===== src/rtl/ifetch.sv =====
// Instruction fetch: owns the fetch PC, keeps one read in flight, and queues words for the decoder.
// Memory read data is registered into the queue and appears on ir one cycle later; requests stall while the queue has no room.
module ifetch #(
    parameter logic [31:0] RESET_PC = 32'h0000_0000,
    parameter int          QDEPTH   = 2
) (
    input  logic        clk,
    input  logic        rst,
    output logic        imem_req,
    output logic [31:0] imem_addr,
    input  logic        imem_ready,
    input  logic        imem_rvalid,
    input  logic [31:0] imem_rdata,
    output logic [31:0] ir,
    output logic [31:0] ir_pc,
    output logic        ir_valid,
    input  logic        ir_ready,
    input  logic        redirect,
    input  logic [31:0] redirect_pc
);

    localparam int PW = $clog2(QDEPTH);
    localparam int CW = $clog2(QDEPTH + 1);
    localparam logic [CW-1:0] QD = CW'(QDEPTH);

    typedef enum logic [1:0] {
        S_IDLE,
        S_REQ,
        S_WAIT,
        S_DRAIN
    } state_t;

    state_t        r_state;
    state_t        w_state_nxt;
    state_t        w_ready_state;
    logic [31:0]   r_fetch_pc;
    logic [31:0]   r_req_pc;
    logic [31:0]   r_q_pc   [QDEPTH];
    logic [31:0]   r_q_word [QDEPTH];
    logic [PW-1:0] r_head;
    logic [PW-1:0] r_tail;
    logic [CW-1:0] r_count;
    logic [CW-1:0] w_count_nxt;
    logic          w_accept;
    logic          w_rsp;
    logic          w_push;
    logic          w_pop;

    assign w_accept  = imem_req && imem_ready;
    // A response only counts while an access is actually in flight.
    assign w_rsp     = imem_rvalid && ((r_state == S_WAIT) || (r_state == S_DRAIN));
    assign w_push    = w_rsp && (r_state == S_WAIT) && !redirect;
    assign w_pop     = ir_valid && ir_ready && !redirect;

    assign imem_addr = r_fetch_pc;
    assign ir_valid  = (r_count != '0);
    assign ir        = r_q_word[r_head];
    assign ir_pc     = r_q_pc[r_head];

    always_comb begin
        w_count_nxt = r_count;
        if (redirect) begin
            w_count_nxt = '0;
        end else begin
            w_count_nxt = r_count + CW'(w_push) - CW'(w_pop);
        end
    end

    always_comb begin
        w_state_nxt   = r_state;
        imem_req      = (r_state == S_REQ) && !rst;
        // Request again only if the response slot is still free after this cycle.
        w_ready_state = (w_count_nxt < QD) ? S_REQ : S_IDLE;
        case (r_state)
            S_IDLE: begin
                w_state_nxt = w_ready_state;
            end
            S_REQ: begin
                if (w_accept) begin
                    w_state_nxt = redirect ? S_DRAIN : S_WAIT;
                end else begin
                    w_state_nxt = w_ready_state;
                end
            end
            S_WAIT: begin
                if (w_rsp) begin
                    w_state_nxt = w_ready_state;
                end else if (redirect) begin
                    w_state_nxt = S_DRAIN;
                end else begin
                    w_state_nxt = S_WAIT;
                end
            end
            S_DRAIN: begin
                if (w_rsp) begin
                    w_state_nxt = w_ready_state;
                end else begin
                    w_state_nxt = S_DRAIN;
                end
            end
            default: begin
                w_state_nxt = S_REQ;
            end
        endcase
    end

    always_ff @(posedge clk or posedge rst) begin
        if (rst) begin
            r_state    <= S_REQ;
            r_fetch_pc <= RESET_PC;
            r_req_pc   <= '0;
            r_count    <= '0;
            r_head     <= '0;
            r_tail     <= '0;
        end else begin
            r_state <= w_state_nxt;
            r_count <= w_count_nxt;
            if (w_accept) begin
                r_req_pc <= r_fetch_pc;
            end
            if (redirect) begin
                r_fetch_pc <= redirect_pc & 32'hFFFF_FFFC;
            end else if (w_accept) begin
                r_fetch_pc <= r_fetch_pc + 32'd4;
            end
            if (redirect) begin
                r_head <= '0;
                r_tail <= '0;
            end else begin
                if (w_push) begin
                    r_tail <= r_tail + 1'b1;
                end
                if (w_pop) begin
                    r_head <= r_head + 1'b1;
                end
            end
        end
    end

    // Storage is cleared on reset so ir/ir_pc read zero until the first word lands.
    always_ff @(posedge clk or posedge rst) begin
        if (rst) begin
            for (int i = 0; i < QDEPTH; i++) begin
                r_q_pc[i]   <= '0;
                r_q_word[i] <= '0;
            end
        end else if (w_push) begin
            r_q_pc[r_tail]   <= r_req_pc;
            r_q_word[r_tail] <= imem_rdata;
        end
    end

endmodule


===== config.mk =====
export PLATFORM = sky130hd
export DESIGN_NAME = ifetch
export DESIGN_NICKNAME = d
export VERILOG_FILES = /design/src/rtl/ifetch.sv
export SDC_FILE = /design/constraint.sdc
export NUM_CORES = 1
export LEC_CHECK = 0
export ABC_AREA = 1
export BUFFER_PORTS_ARGS = -buffer_cell sky130_fd_sc_hd__buf_2
export CAP_MARGIN = 20
export CORE_MARGIN = 1.5
export CORE_UTILIZATION = 56
export DETAILED_ROUTE_END_ITERATION = 10
export GPL_TIMING_DRIVEN = 0
export PLACE_DENSITY = 0.92
export SLEW_MARGIN = 20
export SYNTH_ARGS = -nofsm -noshare
export SYNTH_HDL_FRONTEND = slang
export SYNTH_SLANG_ARGS = --single-unit

===== constraint.sdc =====
create_clock -name clk -period 7.5 [get_ports clk]
set_clock_uncertainty 0.2 [all_clocks]
set_input_delay 1.5 -clock clk [delete_from_list [all_inputs] [get_ports clk]]
set_output_delay 1.5 -clock clk [all_outputs]
set_load 0.02 [all_outputs]

==> results by group, run 1 <==
Worst setup path
  • Crit-path max FO: 10
  • Max incr delay on CP: 0.44 ns
  • Slowest-stage cell, CP: clkbuf_1
  • Worst Path Arrival: roughly 2.2 ns
  • Crit Path Category: flip-flop to output port
  • Startpoint type of the worst setup path: flip-flop
  • Worst-path cell chain: clkbuf_1 > inv_2 > clkbuf_1 > nand2_1 > nand2_1 > buf_2
  • Setup crit end kind: output port
  • Worst EP required: between 5 and 6 ns

Global routing
  • Vias in the first global route: 8118
  • First-pass GRT wire length: around 39 mm
  • Gr usage total: 29.7%
  • Largest net degree at the start of global routing: 78
  • GRT overflow: 0
  • Initial antenna violation count: 1

Synthesis
  • Synth area leader: dfrtp_1
  • Synth top area cells: dfrtp_1 52%, nand2_1 20%, o21ai_0 5.8%, inv_1 5.4%, o21ai_1 4.2%
  • Gate Count Post-Synth: 1186
  • Seq cells post-synth: 190
  • Post-Syn Area: around 9000 um2
  • Synth warn: 0
  • Synth Area per Inst: 7.71 um2
  • Share of the synthesized area in the top cell type: about half
  • Distinct cells, synth: 31
  • Seq/Total Area, Yosys: ~52%

Pwr
  • Worst IR Drop VDD: roughly 0.18 mV
  • Tot Pwr: 3.07 mW
  • PwrDens: roughly 280 nW/um2
  • Static leakage: between 5 and 6 nW

Drt
  • ANT nets after route: 0
  • Initial drt markers: ~800
  • Drt wl/cell: 15.4 um
  • Total wire length: 24.7 mm
  • DRT Pass-1 Iters: 5
  • Via Count: approximately 8.6k
  • Vias per Instance: 5.38
  • # DRC: 0

Run
  • Maxcap violations: 0

CTS
  • CTS resizes: 0
  • CTS tree: yes
  • Total CTS buffers: 17
  • Setup Buffers After CTS: 0
  • Clock Latency Late Sink: ~0.44 ns
  • Htree depth: 4
  • CTS Sinks: 190
  • CTS Root Buffer Type: clkbuf_16
  • Clk pin slew, worst setup/hold paths: ~0.070 ns
  • Cts hold-fix bufs: 0
  • CTS max path bufs: 2

STA
  • RSZ-0062 raised after global routing: false
  • Rel. slew slack: 63.7%
  • Tmin final: a little under 4 ns
  • Fmax: ~260 MHz
  • Slew @ Worst Pin: 0.545 ns
  • Hold Violations, Final: 0
  • Setup-failing EPs final: 0
  • Pins Over Slew Limit: 0
  • Final Cycle Share: 52.1%

Floorplanning
  • Die ar.: around 17000 um2
  • IO Pins: ~170
  • Initial Utilization: ~57%
  • DIE HEIGHT: ~130 um
  • Row Count: 46
  • Placeable Area: between 15000 and 20000 um2
  • Die span in x: roughly 130 um

Worst hold path
  • Hold Crit Class: flip-flop to flip-flop

Placed design
  • Port bufs: 160
  • Placed insts: between 1.5k and 2k
  • Gp weighted congestion: ~0.97
  • Area post-placement: roughly 10000 um2
  • Post-detail-place hpwl: around 17 mm

Layout
  • Fraction of layout cells with a size suffix above 1: 17.8%
  • Final net count: 1443
  • Design area: ~11000 um2
  • P&R area growth vs syn: 18.8%
  • Filler cell count: about 1.2k
  • Antenna cells: 0
  • Final cell count without fillers: ~1.6k

Run status
  • Run status: complete, no violations
## layer usage
metal / vias up / global-route usage (%) / routed length [um]
met2: 455 / 49.0 / 12000
met1: 4039 / 37.1 / 9800
met5: - / 0 / 0
met4: 0 / 15.2 / 954
li1: 4033 / - / -
met3: 79 / 6.19 / 1880
## placed cells by master, fill, tap and decap left out, types with 3 or more instances in the layout
cell	synthesis	layout
conb_1	1	4
nand2_1	497	497
nand2_2	6	6
buf_6	9	9
nor2_1	47	47
clkinv_2	0	3
clkbuf_8	4	4
clkbuf_16	0	17
inv_6	0	7
clkbuf_1	33	33
nor2_4	5	5
buf_2	2	162
o21ai_2	5	5
xor2_1	8	8
o21ai_1	77	77
inv_1	132	131
nand3_1	27	27
buf_4	9	9
dfrtp_1	189	189
a21oi_1	3	3
ha_1	3	3
inv_2	4	4
o21bai_1	5	5
inv_8	0	4
o21ai_0	106	106
## worst paths after layout
kind / endpoint / startpoint / slack, ns / cells past startpoint
min in group asynchronous: r_q_word[3]$_DFFE_PP0P_ / rst / 0.85 / 2
min: r_req_pc[8]$_DFFE_PP0P_ / r_req_pc[8]$_DFFE_PP0P_ / 0.29 / 2
max reg2reg: r_state[0]$_DFF_PP1_ / r_count[1]$_DFF_PP0_ / 5.25 / 12
min reg2reg: r_req_pc[8]$_DFFE_PP0P_ / r_req_pc[8]$_DFFE_PP0P_ / 0.29 / 2
max in group asynchronous: imem_addr[13]$_DFFE_PP0N_ / rst / 5.20 / 4
max: ir_pc[28] / r_head$_DFFE_PP0P_ / 3.60 / 6
## stage by stage
| step | utilization [%] | worst slack [ns] | hold WS, ns | TNS (ns) |
|---|---|---|---|---|
| after global routing | 68.1 | 3.50 | 0.309 | 0 |
| after detailed placement | 64.5 | 3.75 | 0.270 | 0 |
| after CTS | 68.1 | 3.63 | 0.290 | 0 |
| after floorplan | - | 0.492 | 0.253 | 0 |
| final | 68.1 | 3.60 | 0.291 | 0 |
| after global placement | 64.1 | -1.22 | 0.264 | -288.48 |
## power by group
part | internal (mW) | switching (mW)
registers | 1.22 | 0.137
clock network | 0.470 | 0.421
logic | 0.274 | 0.545
## state kept, by name (all words and copies together) (netlist names)
signal	cells
imem_addr	30
r_state	2
r_req_pc	30
r_q_word	64
r_head	1
r_count	2
r_tail	1
r_q_pc	60
## synth_stat cells (all sizes together)
cell type / number
a21oi: 3
buf: 21
clkbuf: 37
conb: 1
dfrtp: 189
dfstp: 1
ha: 3
inv: 136
nand2: 503
nand3: 29
nand4: 1
nor2: 54
nor3: 1
o211ai: 2
o21ai: 188
o21bai: 5
o221ai: 2
or2: 1
xnor2: 1
xor2: 8
## cell type report
cell class	instances	area [um2]	area share, %
clock inverter	15	148	1.36
sequential	190	4760	43.8
multi-input combinational	805	3530	32.5
tap	216	270	2.49
buffer	58	362	3.33
inverter	136	518	4.77
timing repair buffer	162	856	7.88
clock buffer	17	425	3.92
## kinds of logic after synthesis
group           after synthesis  synth area share, %
compound gates              200                 11.4
xor+xnor                      9                0.862
fa+ha+maj                     3                0.411
buf+inv                     194                 9.54
flops                       190                 52.0
other cells                   1               0.0410
simple gates                589                 25.7
## worst max-delay path: cells and delay by family (launching register included)
family	cells	cell delay (ns)
buffers and inverters	4	1.19
flip-flops	1	0.36
AND/OR/NAND/NOR	2	0.22
Power figures use the tool's default switching activity.
==> run 2: changes to the inputs <==
--- a/config.mk
+++ b/config.mk
@@ -5,11 +5,11 @@
 export SDC_FILE = /design/constraint.sdc
 export NUM_CORES = 1
 export LEC_CHECK = 0
-export ABC_AREA = 1
+export ABC_AREA = 0
 export BUFFER_PORTS_ARGS = -buffer_cell sky130_fd_sc_hd__buf_2
 export CAP_MARGIN = 20
 export CORE_MARGIN = 1.5
-export CORE_UTILIZATION = 56
+export CORE_UTILIZATION = 55
 export DETAILED_ROUTE_END_ITERATION = 10
 export GPL_TIMING_DRIVEN = 0
 export PLACE_DENSITY = 0.92
==> constraint.sdc (replaced) <==
create_clock -name clk -period 3.9 [get_ports clk]
set_clock_uncertainty 0.2 [all_clocks]
set_input_delay 0.78 -clock clk [delete_from_list [all_inputs] [get_ports clk]]
set_output_delay 0.78 -clock clk [all_outputs]
set_load 0.02 [all_outputs]
==> run 2 against run 1 <==
  * Register-to-register slack got worse by 4.1 ns
  * Cell count is 36% lower
  * Non-clock buffer count decreased by 12
  * Routed wire length fell by 22%
  * Area after synthesis decreased by 6.7%
  * Sequential power rose by 83%
  * Worst hold slack got worse by 0.21 ns
  * Critical path depth is 2 lower
  * Count of clock-buffer cells in the layout is 1 higher
  * Flip-flop and latch count unchanged
  * Largest cell class unchanged
==> results by group, run 2 <==
Global routing
  • Routing usage on met2: 39.3% (was 49.0%)
  • Grt met3 use: 6.24% (was 6.19%)
  • Initial antenna violation count: 0 (was 1)
  • Vias in the first global route: 5933 (was 8118)
  • GRT overflow: 0 (unchanged)
  • First-pass GRT wire length: 30.8 mm (was 38.9 mm)
  • Grt met1 use: 31.9% (was 37.1%)
  • Busiest grt layer: met2 (unchanged)
  • Gr usage total: 24.3% (was 29.7%)
  • Largest net degree at the start of global routing: 36 (was 78)

Placed design
  • Placed insts: 990 (was 1567)
  • Port bufs: 161 (was 160)
  • Gp weighted congestion: 0.806 (was 0.971)
  • Post-detail-place hpwl: 13.4 mm (was 17.4 mm)

CTS
  • Setup Buffers After CTS: 0 (unchanged)
  • Total CTS buffers: 17 (unchanged)
  • CTS Sinks: 190 (unchanged)
  • CTS tree: yes (unchanged)
  • Cts hold-fix bufs: 0 (unchanged)
  • Clock Latency Late Sink: 0.43 ns (was 0.44 ns)
  • CTS max path bufs: 2 (unchanged)
  • CTS resizes: 0 (unchanged)
  • Htree depth: 4 (unchanged)
  • Clk pin slew, worst setup/hold paths: 0.07 ns (about the same)
  • CTS Root Buffer Type: clkbuf_16 (unchanged)

Floorplanning
  • Die span in x: 128 um (was 131 um)
  • Row Count: 45 (was 46)
  • DIE HEIGHT: 128 um (was 131 um)
  • IO Pins: 168 (unchanged)
  • Die ar.: 16300 um2 (was 17100 um2)
  • Placeable Area: 15200 um2 (was 15900 um2)
  • Initial Utilization: 56.1% (was 57.4%)

Synthesis
  • Distinct cells, synth: 36 (was 31)
  • Seq cells post-synth: 190 (unchanged)
  • Synth warn: 0 (unchanged)
  • Count leader, synth: mux2_2 (was nand2_1)
  • Synth top area cells: dfrtp_1 55%, mux2_2 28%, or4_1 1.4%, a31oi_1 1.2%, o31ai_1 1.2% (was dfrtp_1 52%, nand2_1 20%, o21ai_0 5.8%, inv_1 5.4%, o21ai_1 4.2%)
  • Seq/Total Area, Yosys: 55.7% (was 52.0%)
  • Top FF cell, synth: dfrtp_1 (unchanged)
  • Share of the synthesized area in the top cell type: 55.4% (was 51.7%)
  • Post-synth EDFFs: 0 (unchanged)
  • Gate Count Post-Synth: 632 (was 1186)
  • Post-Syn Area: 8540 um2 (was 9140 um2)
  • Synth Area per Inst: 13.5 um2 (was 7.71 um2)
  • Commonest cells post-synth: 216 x mux2_2, 189 x dfrtp_1, 25 x nand2_1 (was 497 x nand2_1, 189 x dfrtp_1, 132 x inv_1)
  • Synth area leader: dfrtp_1 (unchanged)
  • FFs w/ async S/R, synth: 100% (unchanged)

Layout
  • Most frequent cells in the layout: 216 x mux2_2, 189 x dfrtp_1, 168 x buf_2 (was 497 x nand2_1, 189 x dfrtp_1, 162 x buf_2)
  • Fraction of layout cells with a size suffix above 1: 52.5% (was 17.8%)
  • Final cell count without fillers: 1022 (was 1599)
  • Biggest register: r_q_word (unchanged)
  • Antenna cells: 0 (unchanged)
  • Biggest regs: r_q_word (64), r_q_pc (60) (unchanged)
  • Final net count: 894 (was 1443)
  • Most common library cell in the layout ignoring fill and taps: mux2_2 (was nand2_1)
  • Final Core Density: 68.2% (was 68.1%)
  • Number of flip-flops in the largest register: 64 (unchanged)
  • P&R area growth vs syn: 21.4% (was 18.8%)

Pwr
  • Clock power frac: 33.9% (was 29.1%)
  • Pint: 3.98 mW (was 1.96 mW)
  • Reg power frac: 44.9% (was 44.2%)
  • Combinational share of power: 21.1% (was 26.7%)
  • Switch Pwr: 1.57 mW (was 1.10 mW)
  • Tot Pwr: 5.54 mW (was 3.07 mW)
  • Static leakage: 5.13 nW (was 5.86 nW)
  • PwrDens: 535 nW/um2 (was 282 nW/um2)
  • Worst IR Drop VDD: 0.327 mV (was 0.184 mV)
  • Switching share of power: 28.3% (was 36.0%)

Worst hold path
  • Hold Crit Class: input port to asynchronous set/reset pin (was flip-flop to flip-flop)

Drt
  • Vias per Instance: 5.77 (was 5.38)
  • # DRC: 0 (unchanged)
  • Drt wl/cell: 18.8 um (was 15.4 um)
  • ANT nets after route: 0 (unchanged)
  • DRT Pass-1 Iters: 5 (unchanged)
  • Via Count: 5898 (was 8606)
  • Initial drt markers: 373 (was 804)
  • Total wire length: 19.2 mm (was 24.7 mm)

STA
  • Hold Violations, Final: 0 (unchanged)
  • Fmax: roughly 300 MHz
  • Rel. slew slack: 33.1% (was 63.7%)
  • Min Hold Slack: 0.0811 ns (was 0.291 ns)
  • Slew @ Worst Pin: 0.999 ns (was 0.545 ns)
  • Setup-failing EPs final: 0 (unchanged)
  • Final Cycle Share: about 87%
  • RSZ-0062 raised after global routing: false (unchanged)
  • Pins Over Slew Limit: 0 (unchanged)
  • Tmin final: 3.40 ns

Run status
  • Run status: complete, no violations (unchanged)

Worst setup path
  • Worst Setup EP: ir_pc[25] (was ir_pc[28])
  • Setup crit end kind: output port (unchanged)
  • Crit Path Category: flip-flop to output port (unchanged)
  • Worst-path cell chain: clkbuf_1 > buf_1 > mux2_2 > buf_2 (was clkbuf_1 > inv_2 > clkbuf_1 > nand2_1 > nand2_1 > buf_2)
  • FF-to-FF path depth: 6 (was 12)
  • Slowest-stage cell, CP: buf_1 (was clkbuf_1)
  • Worst Path Arrival: 2.42 ns (was 2.20 ns)
  • Max incr delay on CP: 0.61 ns (was 0.44 ns)
  • Crit. Startpoint: r_head$_DFFE_PP0P_ (unchanged)
  • Crit-path max FO: 10 (unchanged)
  • Reg2Reg Launch Point: r_state[0]$_DFF_PP1_ (was r_count[1]$_DFF_PP0_)
  • Startpoint type of the worst setup path: flip-flop (unchanged)
  • Reg-to-reg critical path endpoint: r_q_pc[51]$_DFFE_PP0P_ (was r_state[0]$_DFF_PP1_)
  • R2R Setup Slk: 1.14 ns (was 5.25 ns)
  • Worst EP required: 2.92 ns (was 5.80 ns)

Run
  • Maxcap violations: 0 (unchanged)
[run 2: cells by family (layout without fill, tap and decap cells)]
group	count (synthesis)	in the layout	share of synthesized area, %
other	1	4	0.0439
flip-flops	190	190	55.7
adder cells (fa/ha/maj)	3	3	0.440
XOR/XNOR	14	14	1.44
AND/OR/NAND/NOR	111	111	7.42
multiplexers	217	217	28.6
AO/OA/AOI/OAI	49	49	3.59
buffers and inverters	47	246	2.74
[run 2: worst min path at each step]
stage	from	end	slack [ns]	cells after the start
finish	rst	r_req_pc[24]$_DFFE_PP0P_	0.08	2
global route	rst	r_q_pc[60]$_DFFE_PP0P_	0.08	2
CTS	rst	r_q_pc[24]$_DFFE_PP0P_	0.07	2
detailed placement	r_q_word[27]$_DFFE_PP0P_	r_q_word[27]$_DFFE_PP0P_	0.29	1
global placement	r_q_word[9]$_DFFE_PP0P_	r_q_word[9]$_DFFE_PP0P_	0.28	1
floorplan	r_q_pc[31]$_DFFE_PP0P_	r_q_pc[31]$_DFFE_PP0P_	0.27	1
[run 2: critical path, delay by kind of cell, from the launching register on]
kind	cells	cell delay (ns)
muxes	1	0.43
DFF	1	0.34
buffers and inverters	3	1.24
[run 2: power groups by stage]
stage	logic (mW)	clock network [mW]	registers, mW
after floorplan	0.795	0	2.49
after global placement	1.13	0	2.50
after detailed placement	1.17	0	2.53
after CTS	1.18	1.92	2.49
after global routing	1.26	2.00	2.54
final	1.17	1.88	2.49
[run 2: per-layer routing]
layer | share of wire, % | vias to the layer above | wire length [um]
li1 | - | 2670 | -
met1 | 43 | 2946 | 8330
met2 | 48 | 237 | 9260
met3 | 5.9 | 45 | 1130
met4 | 2.6 | 0 | 496
met5 | 0 | - | 0
[run 2: cell type report]
type                            count  area, um2
Clock inverter                     14        215
Tap cell                          188        235
Sequential cell                   190       4760
Clock buffer                       18        429
Multi-Input combinational cell    398       3560
Timing Repair Buffer              167        933
Inverter                            6       26.3
Fill cell                        1072       4840
Buffer                             41        211
[run 2: through the flow]
| step | setup TNS (ns) | setup slack [ns] | cell area, um2 |
|---|---|---|---|
| after detailed placement | 0 | 0.723 | 9720 |
| after global placement | -112.71 | -0.614 | 9590 |
| after floorplan | 0 | 0.472 | 8550 |
| after CTS | 0 | 0.479 | 10400 |
| final | 0 | 0.497 | 10400 |
| after global routing | 0 | 0.381 | 10400 |
==> run 3: changes to the inputs <==
--- a/config.mk
+++ b/config.mk
@@ -5,11 +5,11 @@
 export SDC_FILE = /design/constraint.sdc
 export NUM_CORES = 1
 export LEC_CHECK = 0
-export ABC_AREA = 0
+export ABC_AREA = 1
 export BUFFER_PORTS_ARGS = -buffer_cell sky130_fd_sc_hd__buf_2
 export CAP_MARGIN = 20
 export CORE_MARGIN = 1.5
-export CORE_UTILIZATION = 55
+export CORE_UTILIZATION = 56
 export DETAILED_ROUTE_END_ITERATION = 10
 export GPL_TIMING_DRIVEN = 0
 export PLACE_DENSITY = 0.92
==> run 3 against run 2 <==
  * Clock power is 4% lower
  * Via count is 50% higher
  * Die area is 5.1% higher
  * Non-clock buffer count is 16 higher
  * Maximum frequency is 4.0% higher
  * Sequential share of layout area is 2.6 points lower
  * Cell count is 57% higher
==> results by group, run 3 (synthesized netlist as in run 1, its figures left out) <==
Run status
  • Run status: complete, no violations (unchanged)

STA
  • Post-Route Setup TNS: 0 ns (unchanged)
  • Rel. slew slack: 58.8% (was 33.1%)
  • RSZ-0062 raised after global routing: false (unchanged)
  • Fmax: 306 MHz (was 294 MHz)
  • Slew @ Worst Pin: 0.617 ns (was 0.999 ns)
  • Final WS setup: 0.628 ns (was 0.497 ns)
  • Min Hold Slack: 0.123 ns (was 0.0811 ns)
  • Setup-failing EPs final: 0 (unchanged)
  • Tmin final: 3.27 ns (was 3.40 ns)
  • Hold Violations, Final: 0 (unchanged)
  • Final Cycle Share: 83.9% (was 87.3%)
  • Pins Over Slew Limit: 0 (unchanged)

Worst setup path
  • Setup crit end kind: output port (unchanged)
  • Worst EP required: 2.92 ns (about the same)
  • Worst Path Arrival: 2.29 ns (was 2.42 ns)
  • Crit Path Category: flip-flop to output port (unchanged)
  • Slowest-stage cell, CP: clkbuf_1 (was buf_1)
  • Worst-path cell chain: clkbuf_1 > inv_2 > clkbuf_1 > nand2_1 > nand2_1 > buf_2 (was clkbuf_1 > buf_1 > mux2_2 > buf_2)
  • Max incr delay on CP: 0.45 ns (was 0.61 ns)
  • Crit-path max FO: 10 (unchanged)
  • Startpoint type of the worst setup path: flip-flop (unchanged)

Drt
  • # DRC: 0 (unchanged)
  • Initial drt markers: 1062 (was 373)
  • Total wire length: 26.1 mm (was 19.2 mm)
  • Drt wl/cell: 16.3 um (was 18.8 um)
  • Via Count: 8827 (was 5898)
  • ANT nets after route: 0 (unchanged)
  • DRT Pass-1 Iters: 7 (was 5)
  • Vias per Instance: 5.51 (was 5.77)

Pwr
  • Tot Pwr: 6.02 mW (was 5.54 mW)
  • PwrDens: 548 nW/um2 (was 535 nW/um2)
  • Static leakage: 5.91 nW (was 5.13 nW)
  • Worst IR Drop VDD: 0.424 mV (was 0.327 mV)

Layout
  • Most frequent cells in the layout: 497 x nand2_1, 189 x dfrtp_1, 162 x buf_2 (was 216 x mux2_2, 189 x dfrtp_1, 168 x buf_2)
  • P&R area growth vs syn: 20.2% (was 21.4%)
  • Most common library cell in the layout ignoring fill and taps: nand2_1 (was mux2_2)
  • Biggest register: r_q_word (unchanged)
  • Final net count: 1447 (was 894)
  • Antenna cells: 0 (unchanged)
  • Fraction of layout cells with a size suffix above 1: 18.1% (was 52.5%)
  • Biggest regs: r_q_word (64), r_q_pc (60) (unchanged)
  • Number of flip-flops in the largest register: 64 (unchanged)

Placed design
  • Port bufs: 160 (was 161)
  • Post-detail-place hpwl: 17.9 mm (was 13.4 mm)
  • Placement Setup Slack: 0.861 ns (was 0.723 ns)
  • Gp weighted congestion: 0.946 (was 0.806)

Run
  • Maxcap violations: 0 (unchanged)

CTS
  • CTS Sinks: 190 (unchanged)
  • CTS tree: yes (unchanged)
  • Cts hold-fix bufs: 0 (unchanged)
  • Clk pin slew, worst setup/hold paths: 0.08 ns (was 0.07 ns)
  • CTS resizes: 0 (unchanged)
  • Setup Buffers After CTS: 0 (unchanged)
  • CTS max path bufs: 2 (unchanged)
  • Htree depth: 4 (unchanged)
  • Clock Latency Late Sink: 0.45 ns (was 0.43 ns)
  • CTS Root Buffer Type: clkbuf_16 (unchanged)
  • Total CTS buffers: 17 (unchanged)

Global routing
  • Initial antenna violation count: 1 (was 0)
  • First-pass GRT wire length: 41.4 mm (was 30.8 mm)
  • Vias in the first global route: 8452 (was 5933)
  • Largest net degree at the start of global routing: 38 (was 36)
  • GRT overflow: 0 (unchanged)
  • Gr usage total: 31.6% (was 24.3%)

Floorplanning
  • Placeable Area: 15900 um2 (was 15200 um2)
  • Row Count: 46 (was 45)
  • Die span in x: 131 um (was 128 um)
  • IO Pins: 168 (unchanged)
  • DIE HEIGHT: 131 um (was 128 um)
  • Die ar.: 17100 um2 (was 16300 um2)
  • Initial Utilization: 57.4% (was 56.1%)

Worst hold path
  • Hold Crit Class: input port to asynchronous set/reset pin (unchanged)
==> run 3: cell count changes in the layout (fill, tap and decap cells not counted), sizes merged, moves of 16 or more <==
cell	delta
a31oi	-17
inv	+137
mux2	-216
nand2	+478
nand3	+18
nor2	+30
o21ai	+174
or4	-16
==> run 3: worst max-delay path, delay by kind of cell (launching register included) <==
family,cells,cell delay (ns)
buffers and inverters,4,1.25
DFF,1,0.36
and+or+nand+nor,2,0.23
==> run 3: area by class of cell <==
| type | instances | area, um2 |
|---|---|---|
| fillers | 1135 | 4950 |
| flip-flops and latches | 190 | 4760 |
| multi-input cells | 805 | 3540 |
| repair buffers | 166 | 921 |
| inverters | 136 | 517 |
| clock buffers | 17 | 425 |
| plain buffers | 58 | 377 |
| well taps | 216 | 270 |
| clock inverters | 15 | 188 |
==> run 3: layer usage <==
| metal | track usage [%] | part of all wire (%) |
|---|---|---|
| met1 | 38.8 | 38 |
| met2 | 52.5 | 49 |
| met3 | 7.08 | 8.9 |
| met4 | 16.9 | 4.7 |
| met5 | 0 | 0 |
==> run 3: metrics by stage <==
| step | instance area [um2] | util (%) | instances |
|---|---|---|---|
| 6_report | 11000 | 68.9 | 1603 |
| 5_1_grt | 11000 | 68.9 | 1603 |
| 4_1_cts | 11000 | 68.9 | 1603 |
| 3_5_place_dp | 10400 | 65.1 | 1571 |
| 3_3_place_gp | 10300 | 64.3 | 1565 |
| 2_1_floorplan | 9190 | - | 1189 |
==> run 3: path summary, 6_finish.rpt <==
kind                                        start                 endpoint  slack (ns)  cells after the start
min in group clk           r_q_pc[55]$_DFFE_PP0P_   r_q_pc[55]$_DFFE_PP0P_        0.29                      2
max in group asynchronous                     rst   r_q_pc[45]$_DFFE_PP0P_        2.46                      5
min                                           rst  r_q_word[0]$_DFFE_PP0P_        0.12                      2
max                            r_head$_DFFE_PP0P_                ir_pc[25]        0.63                      6
min reg2reg                r_q_pc[55]$_DFFE_PP0P_   r_q_pc[55]$_DFFE_PP0P_        0.29                      2
max reg2reg                  r_count[1]$_DFF_PP0_     r_state[0]$_DFF_PP1_        1.64                     12
==> run 3: power by group <==
group | internal [mW] | switching (mW) | total, mW | leakage (nW)
Clock | 0.930 | 0.869 | 1.80 | 0.303
Sequential | 2.34 | 0.263 | 2.61 | 2.52
Combinational | 0.537 | 1.08 | 1.61 | 3.09
